$ cat config.mk
export PLATFORM = sky130hd
export DESIGN_NAME = alu_arbiter
export DESIGN_NICKNAME = d
export VERILOG_FILES = /design/src/rtl/alu_pkg.sv /design/src/rtl/rr_arbiter.sv /design/src/rtl/alu_arbiter.sv
export SDC_FILE = /design/constraint.sdc
export NUM_CORES = 1
export LEC_CHECK = 0
export CORE_AREA = 2 2 108 110
export DETAILED_ROUTE_END_ITERATION = 7
export DIE_AREA = 0 0 110 112
export PLACE_DENSITY = 0.69
export SYNTH_ARGS = -nofsm -noshare
export SYNTH_HDL_FRONTEND = slang
export SYNTH_SLANG_ARGS = --single-unit
export TNS_END_PERCENT = 50
$ cat constraint.sdc
create_clock -name clk -period 2.1 [get_ports clk]
set_input_delay 0.525 -clock clk [delete_from_list [all_inputs] [get_ports clk]]
set_output_delay 0.525 -clock clk [all_outputs]
set_load 0.01 [all_outputs]
$ cat src/rtl/alu_pkg.sv
// Shared ALU function codes and the per-requester operation bundle.
// bit3 of funct selects SUB over ADD and SRA over SRL.
package alu_pkg;

  localparam logic [3:0] ALU_ADD  = 4'b0000;
  localparam logic [3:0] ALU_SUB  = 4'b1000;
  localparam logic [3:0] ALU_SLL  = 4'b0001;
  localparam logic [3:0] ALU_SLT  = 4'b0010;
  localparam logic [3:0] ALU_SLTU = 4'b0011;
  localparam logic [3:0] ALU_XOR  = 4'b0100;
  localparam logic [3:0] ALU_SRL  = 4'b0101;
  localparam logic [3:0] ALU_SRA  = 4'b1101;
  localparam logic [3:0] ALU_OR   = 4'b0110;
  localparam logic [3:0] ALU_AND  = 4'b0111;

  typedef struct packed {
    logic [31:0] src1;
    logic [31:0] src2;
    logic [3:0]  funct;
  } alu_req_t;

  function automatic logic [4:0] shamt(input logic [31:0] v);
    return v[4:0];
  endfunction

endpackage

$ cat src/rtl/rr_arbiter.sv
// Combinational round-robin grant: first requester after ptr_i, wrapping.
// The pointer register is owned by the caller.
module rr_arbiter #(
  parameter int NREQ  = 2,
  parameter int PTR_W = 1
) (
  input  logic [NREQ-1:0]  req_i,
  input  logic [PTR_W-1:0] ptr_i,
  output logic [NREQ-1:0]  grant_o
);

  logic found;

  always_comb begin
    grant_o = '0;
    found   = 1'b0;
    for (int k = 1; k <= NREQ; k++) begin
      for (int i = 0; i < NREQ; i++) begin
        if (!found && req_i[i] && (i == (int'(ptr_i) + k) % NREQ)) begin
          grant_o[i] = 1'b1;
          found      = 1'b1;
        end
      end
    end
  end

endmodule

$ cat src/rtl/alu_arbiter.sv
// Shares one external ALU between NREQ requesters with round-robin grant
// and a single registered, owner-tagged result slot.
module alu_arbiter
  import alu_pkg::*;
#(
  parameter int NREQ = 2
) (
  input  logic              clk,
  input  logic              reset,
  input  logic [NREQ-1:0]   req_valid,
  output logic [NREQ-1:0]   req_ready,
  input  logic [NREQ*32-1:0] req_src1,
  input  logic [NREQ*32-1:0] req_src2,
  input  logic [NREQ*4-1:0] req_funct,
  output logic [31:0]       alu_src1,
  output logic [31:0]       alu_src2,
  output logic [3:0]        alu_funct,
  input  logic [31:0]       alu_result,
  output logic [NREQ-1:0]   rsp_valid,
  input  logic [NREQ-1:0]   rsp_ready,
  output logic [31:0]       rsp_result
);

  localparam int PTR_W = (NREQ > 1) ? $clog2(NREQ) : 1;

  typedef enum logic {S_EMPTY, S_FULL} slot_state_e;

  slot_state_e      state_q;
  logic [NREQ-1:0]  rsp_valid_q;
  logic [31:0]      rsp_result_q;
  logic [PTR_W-1:0] ptr_q, ptr_d;
  logic [NREQ-1:0]  grant_raw, grant;
  logic             drain, can_accept, accept;
  alu_req_t         sel;

  rr_arbiter #(.NREQ(NREQ), .PTR_W(PTR_W)) u_rr (
    .req_i   (req_valid),
    .ptr_i   (ptr_q),
    .grant_o (grant_raw)
  );

  // No grant while in reset, so requesters never see a handshake that is then discarded.
  assign grant      = reset ? '0 : grant_raw;
  assign drain      = |(rsp_valid_q & rsp_ready);
  assign can_accept = (state_q == S_EMPTY) | drain;
  assign req_ready  = grant & {NREQ{can_accept}};
  assign accept     = |req_ready;

  always_comb begin
    sel   = '0;
    ptr_d = ptr_q;
    for (int i = 0; i < NREQ; i++) begin
      if (grant[i]) begin
        sel.src1  = req_src1[i*32 +: 32];
        sel.src2  = req_src2[i*32 +: 32];
        sel.funct = req_funct[i*4 +: 4];
        ptr_d     = PTR_W'(i);
      end
    end
  end

  assign alu_src1  = sel.src1;
  assign alu_src2  = sel.src2;
  assign alu_funct = sel.funct;

  always_ff @(posedge clk) begin
    if (reset) begin
      state_q      <= S_EMPTY;
      rsp_valid_q  <= '0;
      rsp_result_q <= '0;
      ptr_q        <= PTR_W'(NREQ - 1);
    end else begin
      case (state_q)
        S_EMPTY: begin
          if (accept) begin
            state_q      <= S_FULL;
            rsp_valid_q  <= req_ready;
            rsp_result_q <= alu_result;
            ptr_q        <= ptr_d;
          end
        end
        S_FULL: begin
          if (accept) begin
            rsp_valid_q  <= req_ready;
            rsp_result_q <= alu_result;
            ptr_q        <= ptr_d;
          end else if (drain) begin
            state_q     <= S_EMPTY;
            rsp_valid_q <= '0;
          end
        end
        default: state_q <= S_EMPTY;
      endcase
    end
  end

  assign rsp_valid  = rsp_valid_q;
  assign rsp_result = rsp_result_q;

endmodule

==> results.sh <==
export IMPL_status="complete, but fails checks"
export IMPL_critPathMaxStageDelay_ns=0.33
export IMPL_vias_per_cell=5.32
export IMPL_cap_violations=0
export IMPL_cp_max_fo=14
export IMPL_cts_root_buf="clkbuf_16"
export IMPL_htreeDepth=2
export IMPL_slew_limit_headroom=0.529
export IMPL_synth_area_mux_share=0
export IMPL_min_period_over_period=1.00
export IMPL_cts_max_path_buffers=2
export IMPL_first_global_vias=3814
export IMPL_yosys_warnings=0
export IMPL_cts_inserted_buffers=5
export IMPL_max_freq_mhz=475
export IMPL_netlist_instances=307
export IMPL_p_sw_mw=0.819
export IMPL_p_int_mw=1.93
export IMPL_critical_path_required_ns=1.57
export IMPL_syn_nets=481
export IMPL_synth_compound_area_frac=0.457
export IMPL_rows=39
export IMPL_antenna_found_initial=1
export IMPL_final_max_slew_viol_count=0
export IMPL_drt_iter0_drc=306
export IMPL_period_needed_ns=2.10
export IMPL_synth_area_leaders="dfxtp_1 (27%), a22o_1 (22%), o2111ai_1 (11%)"
export IMPL_ios=278
export IMPL_grt_pass1_wl_mm=21.8
export IMPL_criticalPathCategory="reg2out"
export IMPL_combPwrFrac=0.434
export IMPL_violations="negative setup slack"
export IMPL_timing_final_ws_setup_ns=-0.00467
export IMPL_hold_ws_ns=0.515
export IMPL_cts_hold_buf=0
export IMPL_dr_pass1_iters=4
export IMPL_finClkSkew_ns=0.00451
export IMPL_ant_nets=0
export IMPL_crit_top_cell="buf_12"
export IMPL_synth_seq_area_share=0.271
export IMPL_hold_viol=0
export IMPL_start_util=0.238
export IMPL_synth_adder_area_share=0
export IMPL_cts_num_sinks=36
export IMPL_globalRouteOverflowTotal=0
export IMPL_synth_most_common_cell="a22o_1"
export IMPL_cp_top_family="buffers and inverters"
export IMPL_leakage_nw=2.26
export IMPL_die_h_um=112
export IMPL_syn_avg_cell_area_um2=8.65
export IMPL_routed_wl_mm=15.2
export IMPL_cts_tree="built"
export IMPL_dpl_cell_count=703
export IMPL_start_kind="flop"
export IMPL_ys_async_sr_fraction=0
export IMPL_grt_usage=0.230
export IMPL_final_nets=756
export IMPL_yosys_area_top_type_share=0.271
export IMPL_seq_power_share=0.293
export IMPL_ys_ff_latch=36
export IMPL_area_growth_syn_to_layout_pct=112
export IMPL_crit_path_cell_trace="buf_6, nand2_2, and3_4, buf_12, buf_12, a22o_1, buf_2"
export IMPL_drc=0
export IMPL_clk_latency_ns=0.27
export IMPL_synthDistinctLibCells=32
export IMPL_synth_top_family_by_area="compound AO/OA/AOI/OAI gates"
export IMPL_vias=3871
export IMPL_wl_per_cell_um=20.9
export IMPL_synth_cell_area_mm2=0.00266
export IMPL_grt_max_degree=70
export IMPL_path_buf_inv=4
export IMPL_p_sw_frac=0.298
export IMPL_synth_top_cells_by_count="a22o_1 (68), dfxtp_1 (36), nand4_1 (33)"
export IMPL_place_congestion=0.939
export IMPL_fin_cells=727
export IMPL_clockPowerShare=0.273
export IMPL_critPathArrivalTime_ns=1.58
export IMPL_dp_hpwl_mm=11.6
export IMPL_die_w_um=110
export IMPL_synth_xor_area_frac=0
export IMPL_hp_class="reg2reg"
export IMPL_synthFlopType="dfxtp_1"
export IMPL_yosys_area_share_simple=0.121
export IMPL_worst_slew_pin_slew_ns=0.706
export IMPL_synth_top_cell_by_area="dfxtp_1"
export IMPL_io_buffers=277
export IMPL_core_mm2=0.0112
export IMPL_clk_pin_slew_ns=0.05
export IMPL_slowest_stage="dfxtp_2"
export IMPL_setup_viol=4
export IMPL_rsz0062_at_grt="yes"
export IMPL_drive_gt1_frac=0.225
export IMPL_worst_setup_path_end_kind="output port"
export IMPL_peakVddDrop_uv=329
export IMPL_synth_edf_count=0
export IMPL_die_area_mm2=0.0123
export IMPL_power_density_mw_per_mm2=488
==> power by group through the flow <==
stage	Combinational, mW	Sequential [mW]	Clock (mW)
2_1_floorplan	0.413	0.839	0
3_3_place_gp	1.19	0.815	0
3_5_place_dp	1.21	0.817	0
4_1_cts	1.20	0.805	0.773
5_1_grt	1.27	0.815	0.791
6_report	1.19	0.805	0.748
==> cells in the final DEF, fill, tap and decap left out, types with 2 or more instances in the layout <==
cell type        count
clkdlybuf4s50_1    203
a22o_1              68
buf_2               61
dfxtp_1             35
nand4_1             33
inv_1               32
o2111ai_1           32
buf_4               25
o311ai_1            20
o311ai_0            12
clkbuf_2             9
buf_12               8
clkbuf_16            5
buf_6                5
buf_16               3
nand2_2              2
and3_4               2
nor3_1               2
clkbuf_1             2
==> final cells by class <==
cell class                      instances  area, um^2
Inverter                               33         124
Clock buffer                            8         146
Multi-Input combinational cell        190        1560
Sequential cell                        36         722
Tap cell                              143         179
Timing Repair Buffer                  316        2890
Antenna cell                            1        2.50
Fill cell                            1081        5550
==> cells by family after synthesis <==
logic type,count (synthesis)
DFF,36
AOI/OAI and AO/OA,138
buffers and inverters,81
and+or+nand+nor,52
==> flip-flops by register name, summed over array words and instances (netlist names) <==
register and cells:
rsp_result 32, rsp_valid 2, ptr_q 1, state_q 1
==> tightest hold or removal path, delay by kind of cell, from the launching register on <==
kind	cells	cell delay, ns
flip-flops	1	0.32
AO/OA/AOI/OAI	1	0.09
buffers and inverters	1	0.05
==> layer usage <==
layer | vias to the layer above | global-route usage | part of all wire
met5 | - | 0 | 0
met4 | 0 | 0.0785 | 0.030
met3 | 26 | 0.0363 | 0.070
met2 | 191 | 0.420 | 0.50
met1 | 1829 | 0.266 | 0.40
li1 | 1825 | - | -
==> final timing paths <==
| kind | startpoint | endpoint | slack [ns] | depth (start not counted) |
|---|---|---|---|---|
| max | ptr_q | alu_src2[9] | -0.005 | 7 |
| min | rsp_result[18] | rsp_result[18] | 0.52 | 2 |
| max reg2reg | state_q | rsp_result[28] | 0.63 | 5 |
| min reg2reg | rsp_result[18] | rsp_result[18] | 0.52 | 2 |
==> through the flow <==
stage / setup WS, ns / setup TNS [ns] / util / cell area [um^2] / power (mW)
global placement: -0.734 / -48.11 / 0.499 / 5580 / 2.01
floorplan: 0.119 / 0 / - / 2660 / 1.25
global route: -0.0694 / -0.995 / 0.504 / 5630 / 2.88
detailed placement: -0.761 / -51.48 / 0.499 / 5580 / 2.02
finish: -0.00467 / -0.0140 / 0.504 / 5630 / 2.74
CTS: -0.0256 / -0.122 / 0.512 / 5720 / 2.78
==> repair_timing <==
item / in CTS / in global routing
gates resized for setup: 283 / 26
buffers inserted: 12 / 1
endpoints found under the setup margin: 70 / 44
cloned: 3 / 0
pin swaps: 24 / 4
endpoints found under the hold margin: 0 / 0
Note: power is estimated with default switching activity, not from simulation.
